### config.mk
export PLATFORM = sky130hd
export DESIGN_NAME = mmp_cmd_arbiter
export DESIGN_NICKNAME = d
export VERILOG_FILES = /design/src/rtl/mmp_cmd_pkg.sv /design/src/rtl/mmp_frame_timer.sv /design/src/rtl/mmp_cmd_arbiter.sv
export SDC_FILE = /design/constraint.sdc
export NUM_CORES = 1
export LEC_CHECK = 0
export ABC_AREA = 1
export BUFFER_PORTS_ARGS = -buffer_cell sky130_fd_sc_hd__buf_2
export CORE_ASPECT_RATIO = 0.75
export CORE_UTILIZATION = 45
export DETAILED_ROUTE_END_ITERATION = 16
export HOLD_SLACK_MARGIN = 0.05
export PLACE_DENSITY = 0.69
export SYNTH_ARGS = -nofsm -noshare
export SYNTH_HDL_FRONTEND = slang
export SYNTH_HIERARCHICAL = 1
export SYNTH_SLANG_ARGS = --single-unit
### constraint.sdc
create_clock -name i_CLK -period 3.8 [get_ports i_CLK]
set_clock_uncertainty 0.05 [all_clocks]
set_input_delay 1.14 -clock i_CLK [delete_from_list [all_inputs] [get_ports i_CLK]]
set_output_delay 1.14 -clock i_CLK [all_outputs]
set_load 0.1 [all_outputs]
### src/rtl/mmp_cmd_pkg.sv
// Shared command-stream definitions for the sound-chip sequencer path:
// opcodes, 24-bit command field layout, FSM states and the default frame period.
package mmp_cmd_pkg;

   localparam int unsigned FRAME_TICKS_DEFAULT = 32'd297619;

   localparam int CMD_W  = 24;
   localparam int OPC_HI = 23;
   localparam int OPC_LO = 19;
   localparam int SUB_HI = 18;
   localparam int SUB_LO = 16;
   localparam int ADR_HI = 15;
   localparam int ADR_LO = 8;
   localparam int DAT_HI = 7;
   localparam int DAT_LO = 0;

   localparam logic [4:0] OPC_VSYNC      = 5'b00010;
   localparam logic [4:0] OPC_PSG        = 5'b10001;
   localparam logic [4:0] OPC_OPLL       = 5'b10010;
   localparam logic [4:0] OPC_SCC        = 5'b10011;
   localparam logic [4:0] OPC_MOVOL      = 5'b11000;
   localparam logic [4:0] OPC_ROVOL      = 5'b11001;
   localparam logic [4:0] OPC_SCC_MODULE = 5'b11010;

   typedef logic [CMD_W-1:0] cmd_t;

   typedef enum logic [1:0] {
      S_ARB    = 2'd0,
      S_TAKE   = 2'd1,
      S_DECODE = 2'd2,
      S_PUSH   = 2'd3
   } arb_state_t;

   function automatic logic [4:0] cmd_opcode(input cmd_t cmd);
      return cmd[OPC_HI:OPC_LO];
   endfunction

   function automatic logic is_vsync(input cmd_t cmd);
      return (cmd_opcode(cmd) == OPC_VSYNC);
   endfunction

endpackage

### src/rtl/mmp_frame_timer.sv
// Free-running 1/60 s frame counter; emits a registered one-cycle tick
// in the cycle after the counter wraps to zero.
module mmp_frame_timer
   import mmp_cmd_pkg::*;
#(
   parameter int unsigned FRAME_TICKS = FRAME_TICKS_DEFAULT
) (
   input  logic clk,
   input  logic rst_n,
   output logic tick
);

   localparam int unsigned CNT_W = (FRAME_TICKS > 32'd1) ? $clog2(FRAME_TICKS) : 32'd1;
   localparam logic [CNT_W-1:0] CNT_LAST = CNT_W'(FRAME_TICKS - 32'd1);
   localparam logic [CNT_W-1:0] CNT_ONE  = CNT_W'(32'd1);

   logic [CNT_W-1:0] cnt_r;

   // Frame counter with wrap and tick pulse generation.
   always_ff @(posedge clk) begin
      if (!rst_n) begin
         cnt_r <= '0;
         tick  <= 1'b0;
      end else if (cnt_r == CNT_LAST) begin
         cnt_r <= '0;
         tick  <= 1'b1;
      end else begin
         cnt_r <= cnt_r + CNT_ONE;
         tick  <= 1'b0;
      end
   end

endmodule

### src/rtl/mmp_cmd_arbiter.sv
// Round-robin merge of two command producers into the sequencer FIFO, with
// VSYNC commands parking only their issuer until the next frame tick.
module mmp_cmd_arbiter
   import mmp_cmd_pkg::*;
#(
   parameter int unsigned FRAME_TICKS = FRAME_TICKS_DEFAULT
) (
   input  logic              i_CLK,
   input  logic              i_RST_n,
   input  logic              i_req0_valid,
   input  logic [CMD_W-1:0]  i_req0_dt,
   output logic              o_req0_ready,
   input  logic              i_req1_valid,
   input  logic [CMD_W-1:0]  i_req1_dt,
   output logic              o_req1_ready,
   output logic              o_fifo_push_s,
   output logic [CMD_W-1:0]  o_fifo_push_dt,
   input  logic              i_fifo_FULL,
   input  logic              i_frame_en,
   output logic              o_frame_tick,
   output logic [1:0]        o_req_parked
);

   arb_state_t state_r;
   logic       last_r;
   logic       cur_r;
   cmd_t       cap_r;

   logic [1:0] eligible_s;
   logic       grant_s;
   logic       grant_ok_s;
   logic [1:0] park_set_s;
   logic       frame_tick_s;

   mmp_frame_timer #(
      .FRAME_TICKS (FRAME_TICKS)
   ) u_frame_timer (
      .clk   (i_CLK),
      .rst_n (i_RST_n),
      .tick  (frame_tick_s)
   );

   assign o_frame_tick = frame_tick_s;

   // Grant selection: on a tie the requester not granted last time wins.
   always_comb begin
      eligible_s = {i_req1_valid & ~o_req_parked[1], i_req0_valid & ~o_req_parked[0]};
      grant_ok_s = !i_fifo_FULL && (eligible_s != 2'b00);
      if (eligible_s == 2'b11) begin
         grant_s = ~last_r;
      end else if (eligible_s[0]) begin
         grant_s = 1'b0;
      end else begin
         grant_s = 1'b1;
      end
   end

   // Park request raised while a VSYNC sits in decode and pacing is enabled.
   always_comb begin
      if ((state_r == S_DECODE) && i_frame_en && is_vsync(cap_r)) begin
         park_set_s = cur_r ? 2'b10 : 2'b01;
      end else begin
         park_set_s = 2'b00;
      end
   end

   // Arbiter FSM: grant, take, decode, push; one command in flight at a time.
   always_ff @(posedge i_CLK) begin
      if (!i_RST_n) begin
         state_r        <= S_ARB;
         last_r         <= 1'b1;
         cur_r          <= 1'b0;
         cap_r          <= '0;
         o_req0_ready   <= 1'b0;
         o_req1_ready   <= 1'b0;
         o_fifo_push_s  <= 1'b0;
         o_fifo_push_dt <= '0;
      end else begin
         case (state_r)
            S_ARB: begin
               if (grant_ok_s) begin
                  last_r       <= grant_s;
                  cur_r        <= grant_s;
                  o_req0_ready <= ~grant_s;
                  o_req1_ready <= grant_s;
                  state_r      <= S_TAKE;
               end else begin
                  state_r      <= S_ARB;
               end
            end
            S_TAKE: begin
               cap_r        <= cur_r ? i_req1_dt : i_req0_dt;
               o_req0_ready <= 1'b0;
               o_req1_ready <= 1'b0;
               state_r      <= S_DECODE;
            end
            S_DECODE: begin
               // A paced VSYNC is consumed here and never reaches the FIFO.
               if (i_frame_en && is_vsync(cap_r)) begin
                  state_r        <= S_ARB;
               end else begin
                  o_fifo_push_s  <= 1'b1;
                  o_fifo_push_dt <= cap_r;
                  state_r        <= S_PUSH;
               end
            end
            S_PUSH: begin
               o_fifo_push_s <= 1'b0;
               state_r       <= S_ARB;
            end
            default: begin
               o_req0_ready  <= 1'b0;
               o_req1_ready  <= 1'b0;
               o_fifo_push_s <= 1'b0;
               state_r       <= S_ARB;
            end
         endcase
      end
   end

   // Park flags: tick clears, a simultaneous set wins, pacing-off clears all.
   always_ff @(posedge i_CLK) begin
      if (!i_RST_n) begin
         o_req_parked <= 2'b00;
      end else if (!i_frame_en) begin
         o_req_parked <= 2'b00;
      end else begin
         o_req_parked <= (o_req_parked & ~{2{frame_tick_s}}) | park_set_s;
      end
   end

endmodule

# --- Yosys cells after proc, flatten, opt, wreduce, memory -nomap -nowiden ---
# Cells that the tools add are included.
word_totals:
  reg_bits: 77
  inputBits: 54
  elab_cells: 61
op_classes:
  add_sub_neg: 1
  eq_ne: 8
  mux: 15
  bitwise_logic: 11
  reduce_logical: 15
op_table:
  columns: ["operator", "count"]
  rows:
  - ["2-to-1 mux 24 bit", 1]
  - ["adder 19 x 1 -> 19 bit (second input constant)", 1]
  - ["equality test 19 bit (second input constant)", 1]
  - ["AND reduction 2 bit", 5]
  - ["case mux 2 bit (4 select lines)", 1]
  - ["2-to-1 mux 1 bit", 7]
  - ["equality test 2 bit (second input constant)", 3]
  - ["2-to-1 mux 2 bit", 3]
  - ["inverter 1 bit", 6]
  - ["case mux 1 bit (2 select lines)", 3]
  - ["nonzero test 2 bit", 3]
  - ["equality test 5 x 2 -> 1 bit (second input constant)", 1]
  - ["logical AND 1 bit", 4]
  - ["!= test 2 bit (second input constant)", 2]
  - ["AND 1 bit", 2]
  - ["AND 2 bit", 1]
  - ["equality test 2 x 1 -> 1 bit (second input constant)", 1]
  - ["logical NOT 2 bit", 1]
  - ["inverter 2 bit", 1]
  - ["bitwise OR 2 bit", 1]
  - ["OR reduction 2 bit", 1]
  - ["logical NOT 1 bit", 1]

# --- Logic depth before layout (Yosys ltp) ---
# Gate-level depths: netlist (run 1).
logic_depth:
  word_depth: 7
  depth_mapped: 8
  ltp_nobuf: 8

# --- By module ---
# The synthesis (run 1) kept the hierarchy.
by_module_without_submodules:
  columns: ["module", "n_inst", "cells_per_inst", "area_per_inst_um2", "seq_area_each_um2"]
  rows:
  - ["mmp_cmd_arbiter", 1, 318, 2474.9, 1141.1]
  - ["mmp_frame_timer", 1, 153, 1111.1, 400.4]

# --- Least setup slack after synthesis (run 1) ---
# OpenSTA, ideal clock, no wires.
synth_timing:
  path_type: "register -> output"
  startpoint: "register o_req_parked[0]"
  endpoint: "output o_req_parked[0]"
  t_arrival_ps: 940
  slack_ps: 1670
  stages_incl_launch_ff: 1
  path_cell_list: "dfxtp_1"
synth_rtl:
  columns: ["element", "line_no", "text"]
  rows:
  - ["from (decl)", "mmp_cmd_arbiter.sv:21", "output logic [1:0] o_req_parked"]
  - ["from (signal assigned)", "mmp_cmd_arbiter.sv:128", "o_req_parked <= (o_req_parked & ~{2{frame_tick_s}}) | park_set_s;"]
# No word-level cell between the ends.

# --- Final worst setup path (run 1) ---
layout_timing:
  startpoint: "register o_fifo_push_dt[23]"
  endpoint: "output o_fifo_push_dt[23]"
layout_rtl:
  columns: ["element", "line_no", "text"]
  rows:
  - ["from (decl)", "mmp_cmd_arbiter.sv:17", "output logic [CMD_W-1:0] o_fifo_push_dt,"]
  - ["from (signal assigned)", "mmp_cmd_arbiter.sv:103", "o_fifo_push_dt <= cap_r;"]
# No word-level cell between the ends.

==> impl_metrics.toml, run 1 <==
[run_status]
outcome = "finished, final reports clean"

[clocking]
cts_buffer_depth = 2
cts_made_buffers = 9
post_cts_resized = 0
insertion_delay_ps = 360
post_cts_buffers = 0
cts_tree = "built"
cts-root-buf = "clkbuf_8"
ctsHoldBuffers = 0
clkSinkCount = 77
path_clk_slew_ps = 90
ctsHtreeMaxLevel = 3

[timing]
setup_tns_ps = 0
finalHoldViolCount = 0
slew_violations = 0
rsz0062_at_grt = "false"
fmax_mhz = 424
min_period_ps = 2360
relSlewSlack_pct = 42.2
setup_viol = 0
worst_slew_pin_slew_ps = 867
final.period_utilization_pct = 62.0

[grt]
grt_max_degree = 53
grt_use_total_pct = 21.1
antenna_found_initial = 0
grt_overflow = 0
grt_pass1_wl_um = 13800
first_global_vias = 2892

[synth]
synth_top_area_share_pct = 43.0
ys_top_cells_by_count = "nand2_1 (93), dfxtp_1 (77), nor2_1 (77)"
syn_inst = 471
synthesis.area_um2 = 3590
synth_ff_type = "dfxtp_1"
async_flop_share_pct = 0
yosys_warnings = 6
synth_nets = 527
yosysMostFrequentCell = "nand2_1"
synth_area_leader_cell = "dfxtp_1"
synth.avg_cell_area_um2 = 7.61
synth_enable_flop_cells = 0
ys_ff_latch = 77
synth_area_leaders = "dfxtp_1 (43%), nand2_1 (9.7%), nor2_1 (8.1%)"
ys_seq_area_share_pct = 43.0
synthDistinctLibCells = 31

[setup_path]
cp.arrival_ps = 1170
crit_type = "register to output port"
start_kind = "register"
crit_fanout = 2
cp_cell_sequence = "buf_2"
critPathSlowestCell = "buf_2"
slowest_delay_ps = 440
end_kind = "output port"
path_buf_inv = 1
cp_top_family = "buffers and inverters"
critical_path.startpoint = "o_fifo_push_dt[23]"
worstReg2RegStart = "state_r[0]"
worstPathRequired_ps = 2610

[drt]
drt_wl_total_um = 8290
drt_pass1_iterations = 5
drtIter0Drc = 148
wl_per_cell_um = 12.7
ant_nets = 0
drc = 0
via_per_inst = 4.90
vias = 3191

[worst_hold_path]
hold_path.class = "register to register"
min-delay-start = "o_req0_ready"

[placement]
gp_congestion = 0.852
dpl.hpwl_um = 5800
port_buffers = 83

[final_layout]
diodes = 0
area_growth_pct = 16.4
drive_gt1_share_pct = 28.0
regArea_um2 = 1540
multiInputGateArea_um2 = 1770
nets = 601
fill_cells = 721

[die]
dieArea_um2 = 8330
coreArea_um2 = 7530
start_util_pct = 47.6
die_y_um = 79.3
ios = 84
rows = 27
die_w_um = 105

[pwr]
total_power_w = 0.00193
ir_worst_vdd_mv = 0.190
p_per_area_nw_per_um2 = 464
leakagePower_nw = 1.67

[job]
maxCapViolations = 0
layer usage:
layer | GRT usage [%] | up-vias | share of wire, %
met5 | 0 | - | 0
li1 | - | 1660 | -
met2 | 31.0 | 100 | 41
met1 | 30.1 | 1425 | 52
met3 | 5.83 | 6 | 6.6
met4 | 5.77 | 0 | 0.70
area by class of cell:
type / instances / area share, %
Clock buffer: 9 / 2.97
Clock inverter: 7 / 1.38
Inverter: 33 / 3.03
Multi-Input combinational cell: 340 / 42.5
Sequential cell: 77 / 36.9
Tap cell: 101 / 3.03
Timing Repair Buffer: 84 / 10.1
placed cells by master, fill, tap and decap left out, types with 2 or more instances in the layout:
master,synthesis,final
ha_1,2,2
nand4_1,6,6
nor3_1,2,2
nand2_4,2,2
buf_2,6,83
clkbuf_8,0,9
o21ai_0,22,22
a21oi_1,40,40
inv_6,0,2
nand2_1,93,93
o21ai_1,3,3
xor2_1,8,8
nor2_1,77,77
nand3_2,4,4
dfxtp_1,77,77
nor2_2,16,16
a21oi_2,18,18
xnor2_1,3,3
inv_2,4,4
o21bai_2,2,2
nor2_4,2,2
nand2_2,3,3
nand3_1,14,14
inv_1,28,28
nand3b_1,21,21
clkinvlp_4,0,2
through the flow:
| stage | instances | instance area [um^2] | setup slack, ps | util [%] | hold WS (ps) |
|---|---|---|---|---|---|
| after detailed placement | 635 | 3990 | 1150 | 53.0 | 407 |
| after CTS | 651 | 4170 | 1420 | 55.4 | 421 |
| after global routing | 651 | 4170 | 1370 | 55.4 | 446 |
| final | 651 | 4170 | 1440 | 55.4 | 418 |
| after floorplan | 471 | 3590 | 1670 | - | 380 |
| after global placement | 635 | 3990 | 1230 | 53.0 | 392 |
cells by family (layout without fill, tap and decap cells):
| group | after synthesis | count (layout) | synth area share (%) |
|---|---|---|---|
| adder cells (fa/ha/maj) | 2 | 2 | 0.698 |
| XOR/XNOR | 11 | 11 | 2.69 |
| AO/OA/AOI/OAI | 85 | 85 | 14.1 |
| flip-flops | 77 | 77 | 43.0 |
| buffers and inverters | 54 | 133 | 7.54 |
| AND/OR/NAND/NOR | 242 | 242 | 32.0 |
worst paths after layout:
kind / to / slack (ps) / cells after the start
worst max-delay path: o_fifo_push_dt[23] / 1440 / 1
worst min-delay path: o_req0_ready / 420 / 2
worst max register to register: cap_r[9] / 2020 / 5
worst min register to register: o_req0_ready / 420 / 2
state kept, by name, indices dropped and copies added, names as in the netlist:
register	cells
cap_r	24
o_fifo_push_dt	24
u_frame_timer/cnt_r	19
o_req_parked	2
state_r	2
cur_r	1
last_r	1
o_fifo_push_s	1
o_req0_ready	1
o_req1_ready	1
u_frame_timer/tick	1
worst register-to-register path, cell delays in order, from the launching register on:
cell,delay (ps)
dfxtp_1,480
inv_2,90
nor2_4,450
inv_4,310
a21oi_1,220
a21oi_1,80
power by group:
| part | internal, W | switching [W] | leakage (nW) |
|---|---|---|---|
| Combinational | 0.000108 | 0.000350 | 0.954 |
| Clock | 0.000246 | 0.000325 | 0.0881 |
| Sequential | 0.000868 | 0.0000371 | 0.628 |
| Total | 0.00122 | 0.000712 | 1.67 |
(Power assumes the default switching activity.)
==> inputs of run 2 (changes only) <==
Settings changed: ABC_AREA 1 to 0, PLACE_DENSITY 0.69 to 0.71.
Clock period 3.8 ns to 2 ns, I/O delays scaled along.
==> run 2 against run 1 <==
Area after synthesis rose by 7.5%. Combinational power increased by 49%. Critical path type is now register to register. Cell area increased by 13%. Critical endpoint is now u_frame_timer/cnt_r[14]. Largest cell class unchanged. Worst setup slack got worse by 1300 ps.
==> impl_metrics.toml, run 2 <==
[run_status]
outcome = "finished, final reports clean"

[timing]
worst_slew_pin_slew_ps = 500
setup_tns_ps = 0
rsz0062_at_grt = "false"
min_period_ps = 1820
slew_violations = 0
fmax_mhz = 550
setup_viol = 0
finalHoldViolCount = 0
relSlewSlack_pct = 66.4
final.period_utilization_pct = 90.9

[clocking]
insertion_delay_ps = 330
cts_tree = "built"
ctsHtreeMaxLevel = 3
cts-root-buf = "clkbuf_16"
path_clk_slew_ps = 60
cts_buffer_depth = 2
clkSinkCount = 77
cts_made_buffers = 9

[synth]
yosys_warnings = 6
synth_top_area_share_pct = 40.0
synth.avg_cell_area_um2 = 9.40
ys_ff_latch = 77
synthMuxAreaShare_pct = 6.49
async_flop_share_pct = 0
ys_top_cells_by_count = "dfxtp_1 (77), nor2_1 (73), a211oi_1 (29)"
synth_compound_area_share_pct = 19.1
synth_area_leaders = "dfxtp_1 (40%), nor2_1 (7.1%), mux2i_1 (6.5%)"
synth_ff_type = "dfxtp_1"
ys_seq_area_share_pct = 40.0
synth-xor-area-share_pct = 3.41
synthAdderAreaFrac_pct = 0.649
synth_enable_flop_cells = 0
syn_inst = 410
synth_area_leader_cell = "dfxtp_1"
synth-simple-area-share_pct = 23.6
yosysMostFrequentCell = "dfxtp_1"
synth_top_family_by_area = "simple AND/OR/NAND/NOR gates"
synthesis.area_um2 = 3850
synth_nets = 466
synthDistinctLibCells = 43

[drt]
wl_per_cell_um = 15.2
drt_pass1_iterations = 4
drtIter0Drc = 154
vias = 3347
via_per_inst = 5.60
drc = 0
drt_wl_total_um = 9070
ant_nets = 0

[setup_path]
crit_type = "register to register"
crit_fanout = 6
cp_top_family = "simple AND/OR/NAND/NOR gates"
cp.arrival_ps = 1980
slowest_delay_ps = 390
end_kind = "register"
critical_path.startpoint = "u_frame_timer/cnt_r[0]"
worstPathRequired_ps = 2160
critPathSlowestCell = "dfxtp_1"
path_buf_inv = 1
worstReg2RegStart = "u_frame_timer/cnt_r[0]"
cp_cell_sequence = "ha_1, nand3_1, buf_4, nor4_2, xnor2_1, nor2_1"
start_kind = "register"

[final_layout]
final_cell_mix = "buf_2 (83), dfxtp_1 (77), nor2_1 (73), a211oi_1 (29), mux2i_1 (25)"
nets = 544
final_common_cell = "buf_2"
fill_cells = 718
final_cells = 598
drive_gt1_share_pct = 27.4
diodes = 0
area_growth_pct = 22.2
largestRegisters = "cap_r x24, o_fifo_push_dt x24, u_frame_timer/cnt_r x19"

[die]
rows = 28
die_y_um = 82.2
die_w_um = 109
coreArea_um2 = 8090
dieArea_um2 = 8940
ios = 84
start_util_pct = 47.6

[worst_hold_path]
min-delay-start = "u_frame_timer/cnt_r[18]"
hold_path.class = "register to register"

[grt]
grt_use_total_pct = 20.8
grt_pass1_wl_um = 14400
antenna_found_initial = 0
grt_max_degree = 54
first_global_vias = 2939
grt_overflow = 0

[pwr]
ir_worst_vdd_mv = 0.475
leakagePower_nw = 1.83
p_per_area_nw_per_um2 = 880
total_power_w = 0.00414

[job]
maxCapViolations = 0

[placement]
port_buffers = 83
gp_congestion = 0.829
dpl.hpwl_um = 6300
dp_cells = 582
run 2: cell types whose count changed in the layout (fill, tap and decap cells not counted), moves of 12 or more:
cell and change:
a21oi_2 -18, o2bb2ai_1 +21, a211oi_1 +29, a21oi_1 -31
a311o_1 +20, buf_4 +12, nand4b_1 +22, nand3b_1 -20
nor2_2 -16, inv_1 -21, mux2i_1 +25, nand2_1 -87
o21ai_0 -19, and2_1 +12
run 2: worst register-to-register path: stages, from the launching register on:
cell	delay (ps)
dfxtp_1	390
ha_1	200
nand3_1	230
buf_4	240
nor4_2	360
xnor2_1	170
nor2_1	50
run 2: timing repair:
action | CTS | global route
hold buffers | 0 | 0
resized for setup | 0 | 1
setup buffers | 0 | 0
endpoints found under the setup margin | 0 | 1
run 2: final cells by class:
cell class                 instances  area (um^2)  area share (%)
inverter                           7         26.3           0.558
clock buffer                      12          256            5.45
tap                              105          131            2.79
clock inverter                     4         70.1            1.49
sequential                        77         1540            32.7
multi-input combinational        292         2070            44.0
timing repair buffer             101          613            13.0
run 2: kinds of logic after synthesis:
kind of cell / after synthesis
multiplexers: 25
XOR/XNOR: 15
AND/OR/NAND/NOR: 160
AO/OA/AOI/OAI: 90
flip-flops: 77
buffers and inverters: 41
adder cells (fa/ha/maj): 2
run 2: layer usage:
layer	wire, um	vias to the layer above	GRT usage [%]
met2	4140	82	31.4
met5	0	-	0
li1	-	1670	-
met3	483	10	5.18
met1	4350	1585	28.9
met4	102	0	6.62
run 2: path summary, 6_finish.rpt:
kind	to	slack (ps)	depth (start not counted)
worst max-delay path	u_frame_timer/cnt_r[14]	180	6
worst min-delay path	u_frame_timer/cnt_r[18]	430	2
worst max register to register	u_frame_timer/cnt_r[14]	180	6
worst min register to register	u_frame_timer/cnt_r[18]	430	2
run 2: power by group:
part,switching [W],internal (W),leakage [nW],total [W]
clock network,0.000608,0.00116,0.163,0.00176
logic,0.000442,0.000242,1.04,0.000684
registers,0.0000719,0.00162,0.626,0.00170
run 2: through the flow:
stage | setup slack (ps) | utilization [%] | hold WS, ps | instance area (um^2)
global placement | 259 | 54.1 | 405 | 4380
floorplan | 281 | - | 391 | 3850
detailed placement | 178 | 54.1 | 419 | 4380
CTS | 170 | 58.1 | 437 | 4700
global route | 60.7 | 58.2 | 473 | 4710
finish | 182 | 58.2 | 431 | 4710
